===== config.mk =====
export PLATFORM = sky130hd
export DESIGN_NAME = mdu_issue_ctrl
export DESIGN_NICKNAME = d
export VERILOG_FILES = /design/src/rtl/mdu_pkg.sv /design/src/rtl/mdu_decode.sv /design/src/rtl/mdu_issue_ctrl.sv
export SDC_FILE = /design/constraint.sdc
export NUM_CORES = 1
export LEC_CHECK = 0
export CAP_MARGIN = 15
export CORE_AREA = 4 4 96 188
export CTS_CLUSTER_DIAMETER = 30
export CTS_CLUSTER_SIZE = 40
export DETAILED_ROUTE_END_ITERATION = 16
export DIE_AREA = 0 0 100 192
export HOLD_SLACK_MARGIN = 0.05
export PLACE_DENSITY = 0.72
export SLEW_MARGIN = 20
export SYNTH_ARGS = -nofsm -noshare
export SYNTH_HDL_FRONTEND = slang
export SYNTH_SLANG_ARGS = --single-unit

===== constraint.sdc =====
create_clock -name clk -period 6 [get_ports clk]
set_input_delay 1.2 -clock clk [delete_from_list [all_inputs] [get_ports clk]]
set_output_delay 1.2 -clock clk [all_outputs]
set_load 0.01 [all_outputs]

===== src/rtl/mdu_pkg.sv =====
// mdu_pkg: shared constants for the MDU issue controller.
//   - opcode/funct codes of the MDU-class instructions
//   - MDU_OP_* operation codes driven onto mdu_op
//   - controller state codes and the instruction class encoding
package mdu_pkg;

    localparam logic [5:0] OPC_SPECIAL  = 6'b000000;
    localparam logic [5:0] OPC_SPECIAL2 = 6'b011100;

    localparam logic [5:0] FN_MULT  = 6'b011000;
    localparam logic [5:0] FN_MULTU = 6'b011001;
    localparam logic [5:0] FN_DIV   = 6'b011010;
    localparam logic [5:0] FN_DIVU  = 6'b011011;
    localparam logic [5:0] FN_MFHI  = 6'b010000;
    localparam logic [5:0] FN_MTHI  = 6'b010001;
    localparam logic [5:0] FN_MFLO  = 6'b010010;
    localparam logic [5:0] FN_MTLO  = 6'b010011;
    localparam logic [5:0] FN_MADD  = 6'b000000;

    localparam logic [1:0] MDU_OP_MULTU = 2'b00;
    localparam logic [1:0] MDU_OP_MULT  = 2'b01;
    localparam logic [1:0] MDU_OP_DIVU  = 2'b10;
    localparam logic [1:0] MDU_OP_DIV   = 2'b11;

    localparam logic [1:0] ST_IDLE     = 2'd0;
    localparam logic [1:0] ST_MUL_BUSY = 2'd1;
    localparam logic [1:0] ST_DIV_BUSY = 2'd2;

    typedef enum logic [2:0] {
        MD_NONE,
        MD_MUL,
        MD_DIV,
        MD_MADD,
        MD_MT,
        MD_MF
    } md_class_e;

endpackage


===== src/rtl/mdu_decode.sv =====
// mdu_decode: combinational decode of the E-stage instruction into MDU classes.
// Ports:
//   opcode, funct  in   instruction fields
//   is_mul         out  mult/multu
//   is_div         out  div/divu
//   is_madd        out  madd
//   is_mt          out  mthi/mtlo
//   is_mf          out  mfhi/mflo
//   op             out  MDU_OP_* code (madd uses the signed multiply code)
//   hilo           out  0 = HI, 1 = LO for mt*/mf*
module mdu_decode
    import mdu_pkg::*;
(
    input  logic [5:0] opcode,
    input  logic [5:0] funct,
    output logic       is_mul,
    output logic       is_div,
    output logic       is_madd,
    output logic       is_mt,
    output logic       is_mf,
    output logic [1:0] op,
    output logic       hilo
);

    md_class_e cls;

    always_comb begin
        cls  = MD_NONE;
        op   = MDU_OP_MULTU;
        hilo = 1'b0;
        if (opcode == OPC_SPECIAL) begin
            case (funct)
                FN_MULT:  begin cls = MD_MUL; op = MDU_OP_MULT;  end
                FN_MULTU: begin cls = MD_MUL; op = MDU_OP_MULTU; end
                FN_DIV:   begin cls = MD_DIV; op = MDU_OP_DIV;   end
                FN_DIVU:  begin cls = MD_DIV; op = MDU_OP_DIVU;  end
                FN_MFHI:  begin cls = MD_MF;  hilo = 1'b0;       end
                FN_MFLO:  begin cls = MD_MF;  hilo = 1'b1;       end
                FN_MTHI:  begin cls = MD_MT;  hilo = 1'b0;       end
                FN_MTLO:  begin cls = MD_MT;  hilo = 1'b1;       end
                default:  cls = MD_NONE;
            endcase
        end else if ((opcode == OPC_SPECIAL2) && (funct == FN_MADD)) begin
            cls = MD_MADD;
            op  = MDU_OP_MULT;
        end
    end

    assign is_mul  = (cls == MD_MUL);
    assign is_div  = (cls == MD_DIV);
    assign is_madd = (cls == MD_MADD);
    assign is_mt   = (cls == MD_MT);
    assign is_mf   = (cls == MD_MF);

endmodule


===== src/rtl/mdu_issue_ctrl.sv =====
// mdu_issue_ctrl: E-stage controller for the multiply/divide unit.
// Issues mult/multu/div/divu/madd to the MDU, times the operation latency,
// stalls the D stage while the MDU is busy, serves mthi/mtlo/mfhi/mflo, and
// on an interrupt hands the MDU the HI/LO it held before the aborted operation.
//
// Optional feature macro: DIV0_TRAP_EN
//   defined   : div/divu with rt_e==0 is not started; div0_trap pulses instead.
//   undefined : such a divide is started normally and occupies DIV_LAT cycles.
//
// Ports:
//   clk, rst                 clock; asynchronous active-high reset
//   md_d                     D-stage instruction is MDU-class
//   instr_valid_e, flush_e   E-stage valid / kill
//   opcode_e, funct_e        E-stage instruction fields
//   rs_e, rt_e               E-stage operands
//   int_req                  interrupt/exception taken this cycle
//   mdu_hi, mdu_lo           current HI/LO from the MDU
//   mdu_start, mdu_op        start pulse and operation code
//   mdu_madd                 madd issue pulse
//   mdu_we, mdu_hilo         mthi/mtlo write strobe and target (0 HI, 1 LO)
//   mdu_d1, mdu_d2           operands to the MDU
//   mdu_int_req              restore request to the MDU
//   hi_restore, lo_restore   shadowed HI/LO
//   stall_d                  freeze F/D, bubble E
//   mf_data_e                mfhi/mflo read data
//   div0_trap                (DIV0_TRAP_EN only) divide-by-zero pulse
//
// state        | meaning
// ST_IDLE      | no operation in flight, new MDU instructions accepted
// ST_MUL_BUSY  | mult/multu/madd in flight, cnt = cycles left minus one
// ST_DIV_BUSY  | div/divu in flight, cnt = cycles left minus one
module mdu_issue_ctrl
    import mdu_pkg::*;
#(
    parameter int MUL_LAT = 5,
    parameter int DIV_LAT = 10
) (
    input  logic        clk,
    input  logic        rst,
    input  logic        md_d,
    input  logic        instr_valid_e,
    input  logic        flush_e,
    input  logic [5:0]  opcode_e,
    input  logic [5:0]  funct_e,
    input  logic [31:0] rs_e,
    input  logic [31:0] rt_e,
    input  logic        int_req,
    input  logic [31:0] mdu_hi,
    input  logic [31:0] mdu_lo,
    output logic        mdu_start,
    output logic [1:0]  mdu_op,
    output logic        mdu_madd,
    output logic        mdu_we,
    output logic        mdu_hilo,
    output logic [31:0] mdu_d1,
    output logic [31:0] mdu_d2,
    output logic        mdu_int_req,
    output logic [31:0] hi_restore,
    output logic [31:0] lo_restore,
`ifdef DIV0_TRAP_EN
    output logic        div0_trap,
`endif
    output logic        stall_d,
    output logic [31:0] mf_data_e
);

    localparam logic [3:0] MUL_CNT_INIT = 4'(MUL_LAT - 1);
    localparam logic [3:0] DIV_CNT_INIT = 4'(DIV_LAT - 1);

    logic [1:0]  state;
    logic [3:0]  cnt;
    logic [31:0] shadow_hi;
    logic [31:0] shadow_lo;

    logic        is_mul, is_div, is_madd, is_mt, is_mf;
    logic [1:0]  dec_op;
    logic        dec_hilo;

    logic        idle;
    logic        go;
    logic        issue_mul;
    logic        issue_div;
    logic        issue;

    mdu_decode u_decode (
        .opcode  (opcode_e),
        .funct   (funct_e),
        .is_mul  (is_mul),
        .is_div  (is_div),
        .is_madd (is_madd),
        .is_mt   (is_mt),
        .is_mf   (is_mf),
        .op      (dec_op),
        .hilo    (dec_hilo)
    );

    assign idle = (state == ST_IDLE);
    // rst is folded in so every combinational output reads 0 while reset is held.
    assign go   = ~rst & instr_valid_e & ~flush_e & ~int_req & idle;

    assign issue_mul = go & (is_mul | is_madd);
`ifdef DIV0_TRAP_EN
    assign issue_div = go & is_div & (rt_e != 32'd0);
    assign div0_trap = go & is_div & (rt_e == 32'd0);
`else
    // A zero divisor still runs the full divide so the timing never depends on data.
    assign issue_div = go & is_div;
`endif
    assign issue = issue_mul | issue_div;

    always_ff @(posedge clk or posedge rst) begin
        if (rst) begin
            state     <= ST_IDLE;
            cnt       <= 4'd0;
            shadow_hi <= 32'd0;
            shadow_lo <= 32'd0;
        end else if (!idle) begin
            if (int_req) begin
                state <= ST_IDLE;
                cnt   <= 4'd0;
            end else if (cnt == 4'd0) begin
                // The result is now architectural: it becomes the new restore point.
                state     <= ST_IDLE;
                shadow_hi <= mdu_hi;
                shadow_lo <= mdu_lo;
            end else begin
                cnt <= cnt - 4'd1;
            end
        end else if (issue) begin
            state     <= issue_div ? ST_DIV_BUSY : ST_MUL_BUSY;
            cnt       <= issue_div ? DIV_CNT_INIT : MUL_CNT_INIT;
            shadow_hi <= mdu_hi;
            shadow_lo <= mdu_lo;
        end
    end

    assign mdu_start   = issue & ~is_madd;
    assign mdu_madd    = issue_mul & is_madd;
    assign mdu_op      = issue ? dec_op : 2'b00;
    assign mdu_we      = go & is_mt;
    assign mdu_hilo    = go & is_mt & dec_hilo;
    assign mdu_d1      = rst ? 32'd0 : rs_e;
    assign mdu_d2      = rst ? 32'd0 : rt_e;
    assign mdu_int_req = ~rst & int_req & ~idle;
    assign hi_restore  = shadow_hi;
    assign lo_restore  = shadow_lo;
    assign stall_d     = ~rst & md_d & (~idle | issue);

    always_comb begin
        mf_data_e = 32'd0;
        if (!rst && is_mf) begin
            mf_data_e = dec_hilo ? mdu_lo : mdu_hi;
        end
    end

endmodule


Word-level counts from Yosys, hierarchy flattened. Index checks and enable logic that the tools add are counted.

Add/subtract/negate cells: 1. Equality and inequality tests: 17. Mux-type cells: 31. Bitwise logic cells: 22. Reduce and logical (&&, ||, !) cells: 17.

Operator list (number): 32-bit two-way mux (12); 6-bit by 5-bit == test with 1-bit output (second input constant) (9); 4-bit two-way mux (5); 2-bit two-way mux (8); 1-bit bitwise AND (14); 6-bit zero test (2); 3-bit case mux with 4 select lines (1); 2-bit OR reduction (5); 3-bit by 2-bit == test with 1-bit output (second input constant) (2); 3-bit == test (second input constant) (2); 2-bit case mux with 3 select lines (1); 1-bit NOT (5); 4-bit zero test (1); 2-bit by 1-bit inequality test with 1-bit output (second input constant) (2); 2-bit AND reduction (2); 4-bit by 1-bit subtractor with 4-bit output (second input constant) (1); 3-bit by 1-bit == test with 1-bit output (second input constant) (1); 1-bit two-way mux (3); 3-bit two-way mux (1); 3-bit inequality test (second input constant) (1); 1-bit OR (3); 3-bit AND reduction (1); 3-bit nonzero test (1); 1-bit logical AND (2); 3 further kinds (3).

Register bits after elaboration: 70. Input bits: 146. Output and inout bits: 168. Logic and storage cells: 92.

Logic depth before layout (Yosys ltp).
Word-level depth: 10. Gate-level depth with buffers: 7. Gate-level depth less buffers: 6.

Modules after synthesis. From an unflattened synthesis, not the netlist that was laid out.

Cell total of the unflattened synthesis: 348. Area total of the unflattened synthesis: 4191.5 um2.

By module, submodules not included: mdu_issue_ctrl (times used 1, cells an instance 328, area each 4042.6 um2, sequential area each 1751.7 um2); mdu_decode (times used 1, cells an instance 20, area each 148.9 um2, sequential area each 0.0 um2).

Worst setup path before layout. Ideal clock, no wire load.

Path type: input to output. Start: in rst. End: out stall_d. Arrival time: 3.818 ns. Required time: 4.800 ns. Slack: 0.982 ns. Stages on the path: 5. Path buffers: 0. Cell sequence: inv_1 > nand4_1 > a211o_4 > nand2_1 > and3_1.

Longest elaborated chain between the ends: 9. Elaborated cells between the ends (all ways): 11. Those cells by class: 11 x bitwise.

RTL lines: start: declaration (RTL line mdu_issue_ctrl.sv:39) `input logic rst,`; 1-bit NOT * (RTL line mdu_issue_ctrl.sv:99, mdu_issue_ctrl.sv:147); 1-bit bitwise AND (4 in series) (RTL line mdu_issue_ctrl.sv:99) `assign go = ~rst & instr_valid_e & ~flush_e & ~int_req & idle;`; 1-bit bitwise AND (on tied branches) (RTL line mdu_issue_ctrl.sv:101, mdu_issue_ctrl.sv:107); 1-bit OR (RTL line mdu_issue_ctrl.sv:109) `assign issue = issue_mul | issue_div;`; 1-bit OR (RTL line mdu_issue_ctrl.sv:147) `assign stall_d = ~rst & md_d & (~idle | issue);`; 1-bit bitwise AND * (RTL line mdu_issue_ctrl.sv:147); end: declaration (RTL line mdu_issue_ctrl.sv:63) `output logic stall_d,`.

Mark *: on every way between the ends. The rest lies on a longest branch, timed or not.

Worst setup path in the final report.
Start: in funct_e[5]. End: out mf_data_e[3].

Longest elaborated chain between the ends: 7. Elaborated cells between the ends (all ways): 24. Those cells by class: 9 x eq/ne; 7 x mux; 8 x reduce/logical.

RTL lines: start: declaration (RTL line mdu_issue_ctrl.sv:44) `input logic [5:0] funct_e,`; 6-bit by 5-bit == test with 1-bit output or 6-bit zero test (tied branches) (RTL line mdu_decode.sv:32, mdu_decode.sv:43); 2-bit OR reduction (no line) or 1-bit logical AND (tied branches); 3-bit case mux with 4 select lines or 2-bit two-way mux (tied branches) (RTL line mdu_decode.sv:32, mdu_decode.sv:43); 3-bit two-way mux (RTL line mdu_decode.sv:31) `if (opcode == OPC_SPECIAL) begin`; 3-bit == test (RTL line mdu_decode.sv:53) `assign is_mf = (cls == MD_MF);`; 1-bit logical AND (RTL line mdu_issue_ctrl.sv:151) `if (!rst && is_mf) begin`; 32-bit two-way mux * (RTL line mdu_issue_ctrl.sv:151); end: declaration (RTL line mdu_issue_ctrl.sv:64) `output logic [31:0] mf_data_e`.

Marks and branches as above.

==> metrics.md <==
| Metric | Value |
|---|---|
| Status | `completed` |
| Initial antenna violation count | `1` |
| Crit path kind | `in -> out` |
| Compound-gate portion of the synthesized area | `6.94%` |
| Gr ovfl total | `0` |
| Clock latency on the worst-skew pair | `330 ps` |
| Total of max-cap violations | `0` |
| Layout area overhead | `87.0%` |
| Worst-path clk slew | `50 ps` |
| Final setup violation count | `0` |
| M1 GR Usage | `18.3%` |
| Req. time, crit path | `4800 ps` |
| Sw frac | `23.6%` |
| Hold path depth | `1` |
| Vias in the first global route | `4329` |
| Hold/Removal Path Class | `reg -> reg` |
| Post-Synth XOR/XNOR Area | `0%` |
| Switching Power | `0.309 mW` |
| DRC viols | `0` |
| Simple-Gate Fraction of Synth Area | `20.7%` |
| Worst VDD drop | `0.0000945 V` |
| Leak | `3.16 nW` |
| Syn_nets | `526` |
| PortBufs | `313` |
| Hold-fix buffers at CTS | `0` |
| Sequential power share | `38.7%` |
| Starting Density | `24.4%` |
| Number of synthesized flops with an enable pin | `0` |
| Worst setup EP type | `output pin` |
| TNS Setup | `0 ps` |
| Die width | `100 um` |
| Asr flop ratio synth | `100%` |
| Clock Power Share | `38.0%` |
| Transition time of the tightest slew-check pin | `701 ps` |
| Clock Tree Buf Depth | `2` |
| Reg2Reg Depth | `6` |
| Cell area power density | `172 nW/um2` |
| Die height | `192 um` |
| # diodes | `0` |
| Nets | `835` |
| Synthesis-stage register bit count | `70` |
| Vias/cell | `4.48` |
| Max-slew violations | `0` |
| Relative slew slack | `53.3%` |
| Clk sinks | `70` |
| Ys flop type | `dfrtp_1` |
| Die area | `19200 um2` |
| First-pass GRT wire length | `24.8 mm` |
| Synth Warn # | `0` |
| Iter 0 DRT Violations | `110` |
| GRT Total Usage | `17.4%` |
| Cell Area, Synth | `4080 um2` |
| Grt met3 use | `6.07%` |
| Share of layout cells above drive strength 1 | `13.6%` |
| CTS tree | `built` |
| CP Launch Type | `input pin` |
| Syn Area/Cell | `10.8 um2` |
| Worst EP arrival | `4130 ps` |
| Largest fanout on the critical path | `18` |
| HPWL after detailed placement | `13.8 mm` |
| Hold Vio Cnt, Final | `0` |
| Resized Gates After CTS | `0` |
| Fmax | `0.188 GHz` |
| Placeable Area | `16700 um2` |
| Seq/Total Area, Yosys | `43.0%` |
| GRT busiest layer | `met2` |
| Via count | `4019` |
| Fraction of the cycle the final worst path needs | `88.8%` |
| Core Util, Final | `45.7%` |
| Main combinational cell family by area after synthesis | `multiplexers` |
| Largest net degree at the start of global routing | `66` |
| Io pins | `314` |
| Total CTS buffers | `9` |
| Htree depth | `3` |
| Internal power | `1.00 mW` |
| Adder-Cell Fraction of Synth Area | `0.614%` |
| Cells after Synth | `378` |
| RSZ-0062 raised after global routing | `false` |
| Distinct cells, synth | `36` |
| Post-layout min period | `5330 ps` |
| Combinational Power Share | `23.3%` |
| Post-DRT Antenna Nets | `0` |
| Rows | `67` |
| Clk root buf | `clkbuf_16` |
| Buffer count from post-CTS setup fixing | `0` |
| Design Power | `1.31 mW` |
| Clk_skew | `5.52 ps` |
| GRT met2 Usage | `31.0%` |
| GP Congestion | `0.842` |
| Drt total wl | `17.0 mm` |
| DR WL/cell | `19.0 um` |
| Post-synthesis mux area share | `23.4%` |
| First-pass detailed-route iteration total | `4` |
-- routing by layer --
layer / vias up / wire, um
met3: 18 / 1560
met5: - / 0
li1: 1889 / -
met2: 240 / 8830
met4: 0 / 447
met1: 1872 / 6180
-- layout make-up --
| type | count | area, um2 |
|---|---|---|
| inverters | 7 | 27.5 |
| flip-flops and latches | 70 | 1750 |
| fillers | 1580 | 9060 |
| multi-input cells | 277 | 2110 |
| well taps | 207 | 259 |
| repair buffers | 322 | 3200 |
| clock buffers | 13 | 270 |
| clock inverters | 1 | 5.00 |
-- registers in the layout (all words and copies together), names as in the netlist --
signal / count
hi_restore: 32
lo_restore: 32
cnt: 4
state: 2
-- critical path, stage by stage --
cell	delay, ps
clkdlybuf4s50_1	400
or4_1	570
nor4_2	480
nand3_2	390
buf_4	350
a21oi_1	160
clkdlybuf4s50_1	560
-- path summary, 6_finish.rpt --
path,from,end,slack (ps)
max in group asynchronous,rst,lo_restore[2],4120
min reg2reg,state[1],state[1],480
max reg2reg,state[1],lo_restore[3],3260
min in group asynchronous,rst,cnt[0],930
max,funct_e[5],mf_data_e[3],670
min,state[1],state[1],480
-- placed cells by master, fill, tap and decap left out, types with 4 or more instances in the layout --
cell and instances:
a21oi_1 38, buf_4 9, clkbuf_16 9, clkdlybuf4s50_1 312, dfrtp_1 70, inv_1 6
mux2_2 4, mux2_4 60, nand2_1 68, nor2_1 8, nor2b_1 64
-- cells in the mapped netlist, types with 2 or more instances --
library cell,n,area (um2)
nor3_1,3,15.0
a21oi_1,38,190
mux2_4,60,901
and2_1,2,12.5
and3_1,3,18.8
nand2_1,68,255
mux2_2,4,45.0
o21ai_0,2,10.0
clkbuf_1,15,56.3
ha_1,2,25.0
and4_1,2,17.5
dfrtp_1,70,1750
or4_1,2,15.0
or2_1,2,12.5
nor2_1,8,30.0
inv_1,7,26.3
buf_12,6,120
buf_2,3,15.0
nor2b_1,64,400
-- power by group through the flow --
stage | Combinational (mW) | Clock [mW] | Sequential [mW]
2_1_floorplan | 0.0812 | 0 | 0.526
3_3_place_gp | 0.309 | 0 | 0.515
3_5_place_dp | 0.308 | 0 | 0.516
4_1_cts | 0.311 | 0.520 | 0.508
5_1_grt | 0.325 | 0.542 | 0.511
6_report | 0.305 | 0.498 | 0.508
-- metrics by stage --
| stage | cells | instance area [um2] | setup slack [ps] | hold slack (ps) |
|---|---|---|---|---|
| after floorplan | 378 | 4080 | 982 | 450 |
| after global placement | 883 | 7350 | 694 | 462 |
| after detailed placement | 883 | 7350 | 610 | 467 |
| after CTS | 897 | 7620 | 610 | 479 |
| after global routing | 897 | 7620 | 449 | 512 |
| final | 897 | 7620 | 671 | 480 |
-- cells by family after synthesis --
| family | count (synthesis) |
|---|---|
| and+or+nand+nor | 162 |
| DFF | 70 |
| muxes | 65 |
| AOI/OAI and AO/OA | 48 |
| buffers and inverters | 31 |
| adders and majority gates | 2 |
Note: power is estimated with default switching activity, not from simulation.
